### src/rtl/reg_wb_arbiter.sv
`default_nettype none
// ============================================================================
// Module   : reg_wb_arbiter
// Purpose  : Register-file write-port arbiter. Merges the in-order pipeline
//            writeback with late (multi-cycle) results held in a 2-entry
//            queue. The pipeline always wins. Queued results that the
//            pipeline overwrites are marked dead, so they drain without
//            writing the register file.
// Revision : 1.0 - initial release
// ============================================================================
module reg_wb_arbiter #(
  parameter int DEPTH = 2
) (
  input  logic        clk,
  input  logic        reset,       // active-low, asynchronous
  input  logic        pipe_wr,
  input  logic [4:0]  pipe_addr,
  input  logic [31:0] pipe_data,
  input  logic        late_valid,
  output logic        late_ready,
  input  logic [4:0]  late_addr,
  input  logic [31:0] late_data,
  output logic        wr,
  output logic [4:0]  addr3,
  output logic [31:0] data3,
  output logic [1:0]  fifo_count,
  output logic        squash
);

  localparam logic [1:0] C_DEPTH = 2'(DEPTH);

  // Queue storage. Slot 0 is always the head and the queue shifts on a pop.
  logic [4:0]  r_q_addr [2];
  logic [31:0] r_q_data [2];
  logic [1:0]  r_q_live;
  logic [1:0]  r_count;

  logic [4:0]  w_q_addr [2];
  logic [31:0] w_q_data [2];
  logic [1:0]  w_q_live;
  logic [1:0]  w_count;

  logic        w_pipe_live;
  logic        w_accept;
  logic        w_pop;
  logic [1:0]  w_occ;
  logic [1:0]  w_live_k;
  logic        w_kill_q;
  logic        w_late_hit;
  logic        w_late_live;
  logic        w_squash;
  logic        w_tail;

  assign late_ready  = (r_count < C_DEPTH);
  assign fifo_count  = r_count;
  assign w_pipe_live = pipe_wr && (pipe_addr != 5'd0);
  assign w_accept    = late_valid && late_ready;
  assign w_pop       = !w_pipe_live && (r_count != 2'd0);
  assign w_occ       = {r_count == 2'd2, r_count != 2'd0};

  // Kill matching queued entries, then pop/push to form the next queue state.
  always_comb begin
    w_live_k = r_q_live & w_occ;
    w_kill_q = 1'b0;
    if (w_pipe_live && w_live_k[0] && (r_q_addr[0] == pipe_addr)) begin
      w_live_k[0] = 1'b0;
      w_kill_q    = 1'b1;
    end
    if (w_pipe_live && w_live_k[1] && (r_q_addr[1] == pipe_addr)) begin
      w_live_k[1] = 1'b0;
      w_kill_q    = 1'b1;
    end

    // An incoming entry that the pipeline overwrites in the same cycle, or one
    // that targets $0, still takes a slot but never writes.
    w_late_hit  = w_pipe_live && (late_addr == pipe_addr);
    w_late_live = (late_addr != 5'd0) && !w_late_hit;
    w_squash    = w_kill_q || (w_accept && w_late_hit);

    w_q_addr = r_q_addr;
    w_q_data = r_q_data;
    w_q_live = w_live_k;
    if (w_pop) begin
      w_q_addr[0] = r_q_addr[1];
      w_q_data[0] = r_q_data[1];
      w_q_live    = {1'b0, w_live_k[1]};
    end

    // Tail slot after any pop: pop leaves count-1 entries (count is 1 or 2),
    // no pop leaves count entries (count is 0 or 1 when accepting).
    w_tail = w_pop ? r_count[1] : r_count[0];
    if (w_accept) begin
      w_q_addr[w_tail] = late_addr;
      w_q_data[w_tail] = late_data;
      w_q_live[w_tail] = w_late_live;
    end

    w_count = r_count + {1'b0, w_accept} - {1'b0, w_pop};
  end

  // Queue state register.
  always_ff @(posedge clk or negedge reset) begin
    if (!reset) begin
      r_q_addr[0] <= '0;
      r_q_addr[1] <= '0;
      r_q_data[0] <= '0;
      r_q_data[1] <= '0;
      r_q_live    <= '0;
      r_count     <= '0;
    end else begin
      r_q_addr <= w_q_addr;
      r_q_data <= w_q_data;
      r_q_live <= w_q_live;
      r_count  <= w_count;
    end
  end

  // Registered write port: pipeline first, else the popped head if still live.
  always_ff @(posedge clk or negedge reset) begin
    if (!reset) begin
      wr     <= 1'b0;
      addr3  <= '0;
      data3  <= '0;
      squash <= 1'b0;
    end else begin
      squash <= w_squash;
      if (w_pipe_live) begin
        wr    <= 1'b1;
        addr3 <= pipe_addr;
        data3 <= pipe_data;
      end else if (w_pop && w_live_k[0]) begin
        wr    <= 1'b1;
        addr3 <= r_q_addr[0];
        data3 <= r_q_data[0];
      end else begin
        wr <= 1'b0;
      end
    end
  end

endmodule
`default_nettype wire
### config.mk
export PLATFORM = sky130hd
export DESIGN_NAME = reg_wb_arbiter
export DESIGN_NICKNAME = d
export VERILOG_FILES = /design/src/rtl/reg_wb_arbiter.sv
export SDC_FILE = /design/constraint.sdc
export NUM_CORES = 1
export LEC_CHECK = 0
export CAP_MARGIN = 20
export CELL_PAD_IN_SITES_DETAIL_PLACEMENT = 0
export CELL_PAD_IN_SITES_GLOBAL_PLACEMENT = 1
export CORE_MARGIN = 1
export CORE_UTILIZATION = 39
export CTS_CLUSTER_DIAMETER = 40
export DETAILED_ROUTE_END_ITERATION = 12
export PLACE_DENSITY_LB_ADDON = 0.12
export SETUP_SLACK_MARGIN = 0.5
export SKIP_LAST_GASP = 1
export SLEW_MARGIN = 5
export SYNTH_ARGS = -nofsm -noshare
export SYNTH_HDL_FRONTEND = slang
export SYNTH_SLANG_ARGS = --single-unit
### constraint.sdc
create_clock -name clk -period 2.3 [get_ports clk]
set_input_delay 0.345 -clock clk [delete_from_list [all_inputs] [get_ports clk]]
set_output_delay 0.345 -clock clk [all_outputs]
set_load 0.1 [all_outputs]
Yosys cells after proc, flatten, opt, wreduce, memory -nomap -nowiden:

Cells that the tools add are included.

* $add $sub $neg: 2
* order comparisons: 5
* eq/ne operators: 4
* muxes and demuxes: 26
* bitwise logic cells: 2
* reduce and logical (&&, ||, !) cells: 20

Operators by type and width (number)
* $mux W32: 4
* $bwmux W64: 1
* $mux W64: 1
* $demux W32 S1: 1
* $mux W5: 4
* $eq A5 B5 Y1: 3
* $logic_and A1 B1 Y1: 13
* $bwmux W10: 1
* $mux W10: 1
* $reduce_bool A5 Y1: 2
* $mux W1: 8
* $demux W5 S1: 1
* $mux W2: 2
* $reduce_bool A2 Y1: 2
* $add A2 B1 Y2: 1
* $and A2 B2 Y2: 1
* $bwmux W2: 1
* $eq A2 B2 Y1 const B: 1
* $ge A2 B2 Y1 const B: 1
* $logic_not A1 Y1: 2
* $lt A1 B2 Y1 const B: 1
* $lt A2 B1 Y1 const B: 1
* $lt A2 B2 Y1 const B: 1
* $not A1 Y2: 1
* 4 further kinds: 4

* flip-flop bits (word level): 117
* input port bits: 78
* output and inout bits: 42

Logic depth before layout (Yosys ltp):

Gate-level depths: netlist of run 1.

* depth after elaboration: 12
* gate-level depth with buffers: 10
* gate-level depth less buffers: 9

Worst setup path after synthesis of run 1:

No wires, ideal clock.

* kind: register to register
* start point: reg r_count[1] (netlist: fifo_count[1])
* end point: reg r_count[1] (netlist: fifo_count[1])
* data arrival time: 2.105 ns
* required time: 2.139 ns
* path slack: 0.033 ns
* stages on the path, launching flop included: 9
* buffers on the path: 1
* clock period less this slack: 2.267 ns
* cells stage by stage: dfrtp_1 -> o21ai_1 -> inv_2 -> buf_2 -> ha_1 -> inv_1 -> ha_1 -> xnor2_1 -> xnor2_1

* cells in the longest elaborated chain, start to end: 4

RTL lines
* start, declared: RTL line 36 `logic [1:0] r_count;`
* start signal, assigned: RTL line 114 `r_count <= w_count;`
* $lt A2 B2 Y1: RTL line 54 `assign late_ready = (r_count < C_DEPTH);`
* $logic_and A1 B1 Y1: RTL line 57 `assign w_accept = late_valid && late_ready;`
* $add A2 B1 Y2: RTL line 98 `w_count = r_count + {1'b0, w_accept} - {1'b0, w_pop};`
* $sub A2 B1 Y2 *: RTL line 98
* named net w_count[1]: RTL line 41 `logic [1:0] w_count;`

Mark *: on every way through the listed nets, which the timed path passes. The rest lies on a longest branch.
A chain may end at the register's enable or synchronous reset.

Worst setup path in the final report of run 1:

* start point: in pipe_addr[3]
* end point: reg r_count[1] (netlist: fifo_count[1])

* cells in the longest elaborated chain, start to end: 5

RTL lines
* start, declared: RTL line 17 `input logic [4:0] pipe_addr,`
* $reduce_bool A5 Y1: RTL line 56 `assign w_pipe_live = pipe_wr && (pipe_addr != 5'd0);`
* $logic_and A1 B1 Y1: RTL line 56
* $logic_not A1 Y1: RTL line 58 `assign w_pop = !w_pipe_live && (r_count != 2'd0);`
* $logic_and A1 B1 Y1: RTL line 58
* $sub A2 B1 Y2: RTL line 98
* named net w_count[1]: RTL line 41

The timed path passes the listed nets, and every way through them passes these cells.

==> impl_metrics.toml, run 1 <==
[final_layout]
final_common_cell = "dfrtp_1"
drive_gt1_share_pct = 23.63
antenna_cells = 0
final_cell_mix = "dfrtp_1, nand2_1, clkdlybuf4s50_1"
syn2layout_area_growth_pct = 41.36
finalInstanceArea_um2 = 7475
nets = 709

[floorplanning]
chipHeight_um = 118.4
start_util_pct = 39.93
pin_count = 120
die_x_um = 118.4
dieArea_um2 = 14030
row_count = 42
core_um2 = 13240

[routing]
remaining_drc_errors = 0
routed_wl_um = 12730
drtPass1Iterations = 5
drt_iter0_markers = 144
vias = 4015
postRouteAntennaNets = 0
avgRoutedWirePerCell_um = 15.62
avgViaCountPerCell = 4.926

[critical_path]
crit_path_start_kind = "input pin"
cp_slowest_cell = "or4_4"
cp_max_fo = 3
worst_setup_path_end_kind = "flip-flop"
worstPathArrival_ns = 2.05
required_ns = 2.63
cp_cell_sequence = "clkdlybuf4s15_1, or4_4, o21ai_4, o21ai_4, inv_2, ha_4, inv_2, ha_4, xnor2_2, xnor2_1"
critical-path-max-stage-delay_ns = 0.52
crit_type = "input pin to flip-flop"

[synth]
synth_fp_nets = 575
yosysUniqueCellTypes = 36
netlist.area_leader.share_pct = 55.37
yosysTopAreaCell = "dfrtp_1"
syn-cell-area_um2 = 5288
synthCells = 495
synth_warnings = 0
avgSynthCellArea_um2 = 10.68
ys_top_cells_by_area = "dfrtp_1, nand2_1, mux2i_1, a31oi_1, mux2_2"
seq_area_frac_synth_pct = 55.37
ys_ff_latch = 117

[clock_tree]
cts_tree = "yes"
clkTransAtPathRegs_ns = 0.05
cts_root_buffer = "clkbuf_16"
cts.sinks = 117
numCtsBuffers = 17
h-tree-depth = 4
clk_path_buf_depth = 2
clkLatencyLatePin_ns = 0.41

[placement]
postPlaceCellArea_um2 = 6827
place_congestion = 0.8594
post-place-ws_ns = -0.1133
place_hpwl_um = 8337
portBuffers = 119

[global_route]
antenna_found_initial = 0
track_usage_pct = 19.47
grt_pass1_wl_um = 21030
grt_pass1_vias = 4024
overflow = 0
grt_max_degree = 64

[outcome]
status = "finished, final reports clean"

[timing]
holdWs_ns = 0.2999
relSlewSlack_pct = 67.81
hold_viol = 0
post-route-min-period_ns = 1.719
worst_slack_ns = 0.5813
fin_crit_sh_pct = 74.73
worst_slew_pin_slew_ns = 0.4828
fmax_ghz = 0.5818
slew_viol_final = 0
skew_ns = 0.005700
setup-violations-final = 0
rsz0062_at_grt = "false"
setup-tns-final_ns = 0

[pwr]
power.density_nw_per_um2 = 1431
leakage_nw = 3.601
ir_drop_mv = 0.8196

[job]
max_cap_viol_count = 0

[worst_hold_path]
hp-class = "input pin to flip-flop"
layer usage:
metal  up-vias  share of wire, %  global-route usage, %
met5         -                 0                      0
met1      1939                47                  26.36
met2       100                47                  30.00
met3        16               4.4                  4.633
li1       1960                 -                      -
met4         0               1.6                  8.070
cell usage after synthesis (all sizes together):
cell and count:
a21oi 1, a31oi 37, buf 18, clkbuf 15, dfrtp 117, ha 2
inv 5, mux2 37, mux2i 37, nand2 112, nand3 4, nand4 1
nor2 38, nor2b 1, nor3 3, nor4 1, o21a 1, o21ai 41
o221ai 1, o22ai 1, o2bb2ai 2, or3 1, or4 2, xnor2 10
xor2 7
worst max-delay path: cells and delay by family:
family | cells | cell delay, ns
AOI/OAI and AO/OA | 2 | 0.28
adders and majority gates | 2 | 0.33
xor gates and xnor gates | 2 | 0.23
and+or+nand+nor | 1 | 0.52
buffers and inverters | 3 | 0.34
logic make-up after synthesis:
group,Yosys count,share of synthesized area (%)
buf+inv,38,4.188
flops,117,55.37
simple gates,163,12.38
compound gates,84,9.181
xor+xnor,17,2.816
mux,74,15.59
fa+ha+maj,2,0.4732
stage by stage:
| stage | util, % | power [W] | std cells |
|---|---|---|---|
| after floorplan | - | 0.007068 | 495 |
| after global placement | 51.55 | 0.008150 | 779 |
| after detailed placement | 51.55 | 0.008241 | 779 |
| after CTS | 56.43 | 0.01078 | 815 |
| after global routing | 56.44 | 0.01126 | 815 |
| final | 56.44 | 0.01070 | 815 |
power breakdown:
| part | internal [W] | leakage [nW] | total (W) | switching [W] |
|---|---|---|---|---|
| registers | 0.00296 | 1.41 | 0.00356 | 0.000606 |
| logic | 0.00177 | 1.93 | 0.00468 | 0.00291 |
| clock network | 0.00158 | 0.265 | 0.00245 | 0.000873 |
path summary, 6_finish.rpt:
check                                        start                 endpoint  slack, ns  cells after the start
max in group asynchronous                    reset                async pin       1.16                      3
max                                   pipe_addr[3]  fifo_count[1]$_DFF_PN0_       0.58                     10
min reg2reg                              flip-flop                flip-flop       0.51                      1
max reg2reg                fifo_count[1]$_DFF_PN0_                flip-flop       0.59                      6
min                                   pipe_addr[4]     addr3[4]$_DFFE_PN0P_       0.30                      4
min in group asynchronous                    reset                async pin       0.44                      2
layout make-up:
class,count,area [µm²]
clock buffers,25,495.5
repair buffers,148,1433
flip-flops and latches,117,2930
inverters,5,18.77
fillers,1139,5768
multi-input cells,340,2330
well taps,176,220.2
clock inverters,4,47.55
what timing repair did:
action	in CTS	in global routing
gates cloned	1	0
gates resized for setup	7	8
hold endpoints to repair	34	0
setup endpoints to repair	78	55
buffers inserted	5	0
pin swaps	4	5
hold buffers	1	0
(Power assumes the default switching activity.)
==> inputs of run 2 (changes only) <==
Clock period 2.3 ns to 1.6 ns, I/O delays scaled along.
==> impl_metrics.toml, run 2 (synthesized netlist as in run 1, its figures left out) <==
[outcome]
status = "finished with violations"
violations = "setup timing"

[routing]
postRouteAntennaNets = 0
drt_iter0_markers = 162
drtPass1Iterations = 5
routed_wl_um = 13650
vias = 4179
remaining_drc_errors = 0
avgViaCountPerCell = 4.963
avgRoutedWirePerCell_um = 16.22

[critical_path]
cp_max_fo = 4
path_buf_inv = 2
path_delay_family = "flip-flops"
crit_path_start_kind = "flip-flop"
timing.rr.end = "fifo_count[1]$_DFF_PN0_"
reg2reg_slack_ns = -0.005
worstPathArrival_ns = 1.93
crit_type = "flip-flop to flip-flop"
critical_path_depth = 7
cp_cell_sequence = "o21ai_4, inv_2, ha_4, inv_2, ha_4, xnor2_2, xnor2_1"
worst_setup_path_end_kind = "flip-flop"
critical-path-max-stage-delay_ns = 0.51
required_ns = 1.92
worstReg2RegStart = "fifo_count[0]$_DFF_PN0_"
reg2reg_depth = 7
cp_slowest_cell = "dfrtp_4"

[floorplanning]
row_count = 42
dieArea_um2 = 14030
chipHeight_um = 118.4
core_um2 = 13240
pin_count = 120
start_util_pct = 39.93
die_x_um = 118.4

[global_route]
grtUsageMet1_pct = 25.89
track_usage_pct = 20.55
grtUsageMet2_pct = 34.15
grt-busiest-layer = "met2"
grt_max_degree = 73
overflow = 0
grt_util_met3_pct = 4.875
grt_pass1_wl_um = 22320
grt_pass1_vias = 4314
antenna_found_initial = 0

[timing]
fmax_ghz = 0.6232
fin_crit_sh_pct = 100.3
post-route-min-period_ns = 1.605
hold_viol = 0
holdWs_ns = 0.1661
setup-tns-final_ns = -0.004572
slew_viol_final = 0
rsz0062_at_grt = "true"
worst_slack_ns = -0.004572
worst_slew_pin_slew_ns = 0.5653
relSlewSlack_pct = 62.32
setup-violations-final = 1
skew_ns = 0.008365

[final_layout]
final_cell_mix = "nand2_1, dfrtp_1, clkdlybuf4s50_1"
multiInputGateArea_um2 = 2340
final_common_cell = "nand2_1"
n_fill_cell = 1077
finalInstanceArea_um2 = 8302
syn2layout_area_growth_pct = 57.00
antenna_cells = 0
drive_gt1_share_pct = 32.88
seq_area_um2 = 2984
nets = 733

[pwr]
pwr-share-clk_pct = 19.9
power_w = 0.01712
combPwrFrac_pct = 49.1
ir_drop_mv = 0.9873
seq_power_share_pct = 31.0
switching_share_pct = 39.48
p_int_w = 0.01036
p_switching_w = 0.006759
power.density_nw_per_um2 = 2062
leakage_nw = 3.860

[placement]
place_hpwl_um = 8793
place_congestion = 0.8182
portBuffers = 119
postPlaceCellArea_um2 = 7488

[clock_tree]
h-tree-depth = 4
clkLatencyLatePin_ns = 0.41
numCtsBuffers = 17
cts_tree = "yes"
cts_root_buffer = "clkbuf_16"
clk_path_buf_depth = 2
cts.sinks = 117
clkTransAtPathRegs_ns = 0.05

[job]
max_cap_viol_count = 0

[worst_hold_path]
hp-class = "input pin to async pin"
## run 2: how the worst max path moves through the flow
stage,to,start,slack [ns]
after floorplan,fifo_count[1]$_DFF_PN0_,pipe_addr[4],-0.34
after global placement,fifo_count[1]$_DFF_PN0_,pipe_addr[4],-0.67
after detailed placement,fifo_count[1]$_DFF_PN0_,pipe_addr[4],-0.75
after CTS,late_ready,fifo_count[1]$_DFF_PN0_,0.02
after global routing,fifo_count[1]$_DFF_PN0_,fifo_count[1]$_DFF_PN0_,-0.07
final,fifo_count[1]$_DFF_PN0_,fifo_count[0]$_DFF_PN0_,-0.005
## run 2: cell type report
| type | count | share of cell area [%] |
|---|---|---|
| flip-flops and latches | 117 | 35.95 |
| multi-input cells | 340 | 28.18 |
| repair buffers | 172 | 26.62 |
| clock buffers | 28 | 6.104 |
| well taps | 176 | 2.653 |
| clock inverters | 4 | 0.2713 |
| inverters | 5 | 0.2261 |
## run 2: repair_timing
action                                  CTS  global route
endpoints found under the hold margin   117             0
gates cloned                              2             1
hold buffers                              1             0
setup buffers                            13             3
gates resized for setup                  33            15
endpoints found under the setup margin  159           159
pin swaps                                 7             2
## run 2: metal layers
metal | part of all wire [%] | up-vias
met5 | 0 | -
met4 | 1.6 | 0
met3 | 4.3 | 20
met2 | 49 | 96
met1 | 45 | 2057
li1 | - | 2006
## run 2: power groups by stage
stage | combinational (W) | clock (W) | sequential [W]
2_1_floorplan | 0.00315 | 0 | 0.00711
3_3_place_gp | 0.00757 | 0 | 0.00530
3_5_place_dp | 0.00774 | 0 | 0.00533
4_1_cts | 0.00828 | 0.00348 | 0.00530
5_1_grt | 0.00888 | 0.00360 | 0.00546
6_report | 0.00841 | 0.00340 | 0.00531
## run 2: per-stage QoR
step	setup WS, ns	instances	util, %
after global routing	-0.07008	842	62.69
final	-0.004572	842	62.69
after floorplan	-0.3426	495	-
after detailed placement	-0.7537	790	56.55
after global placement	-0.6728	790	56.55
after CTS	0.01756	838	61.97
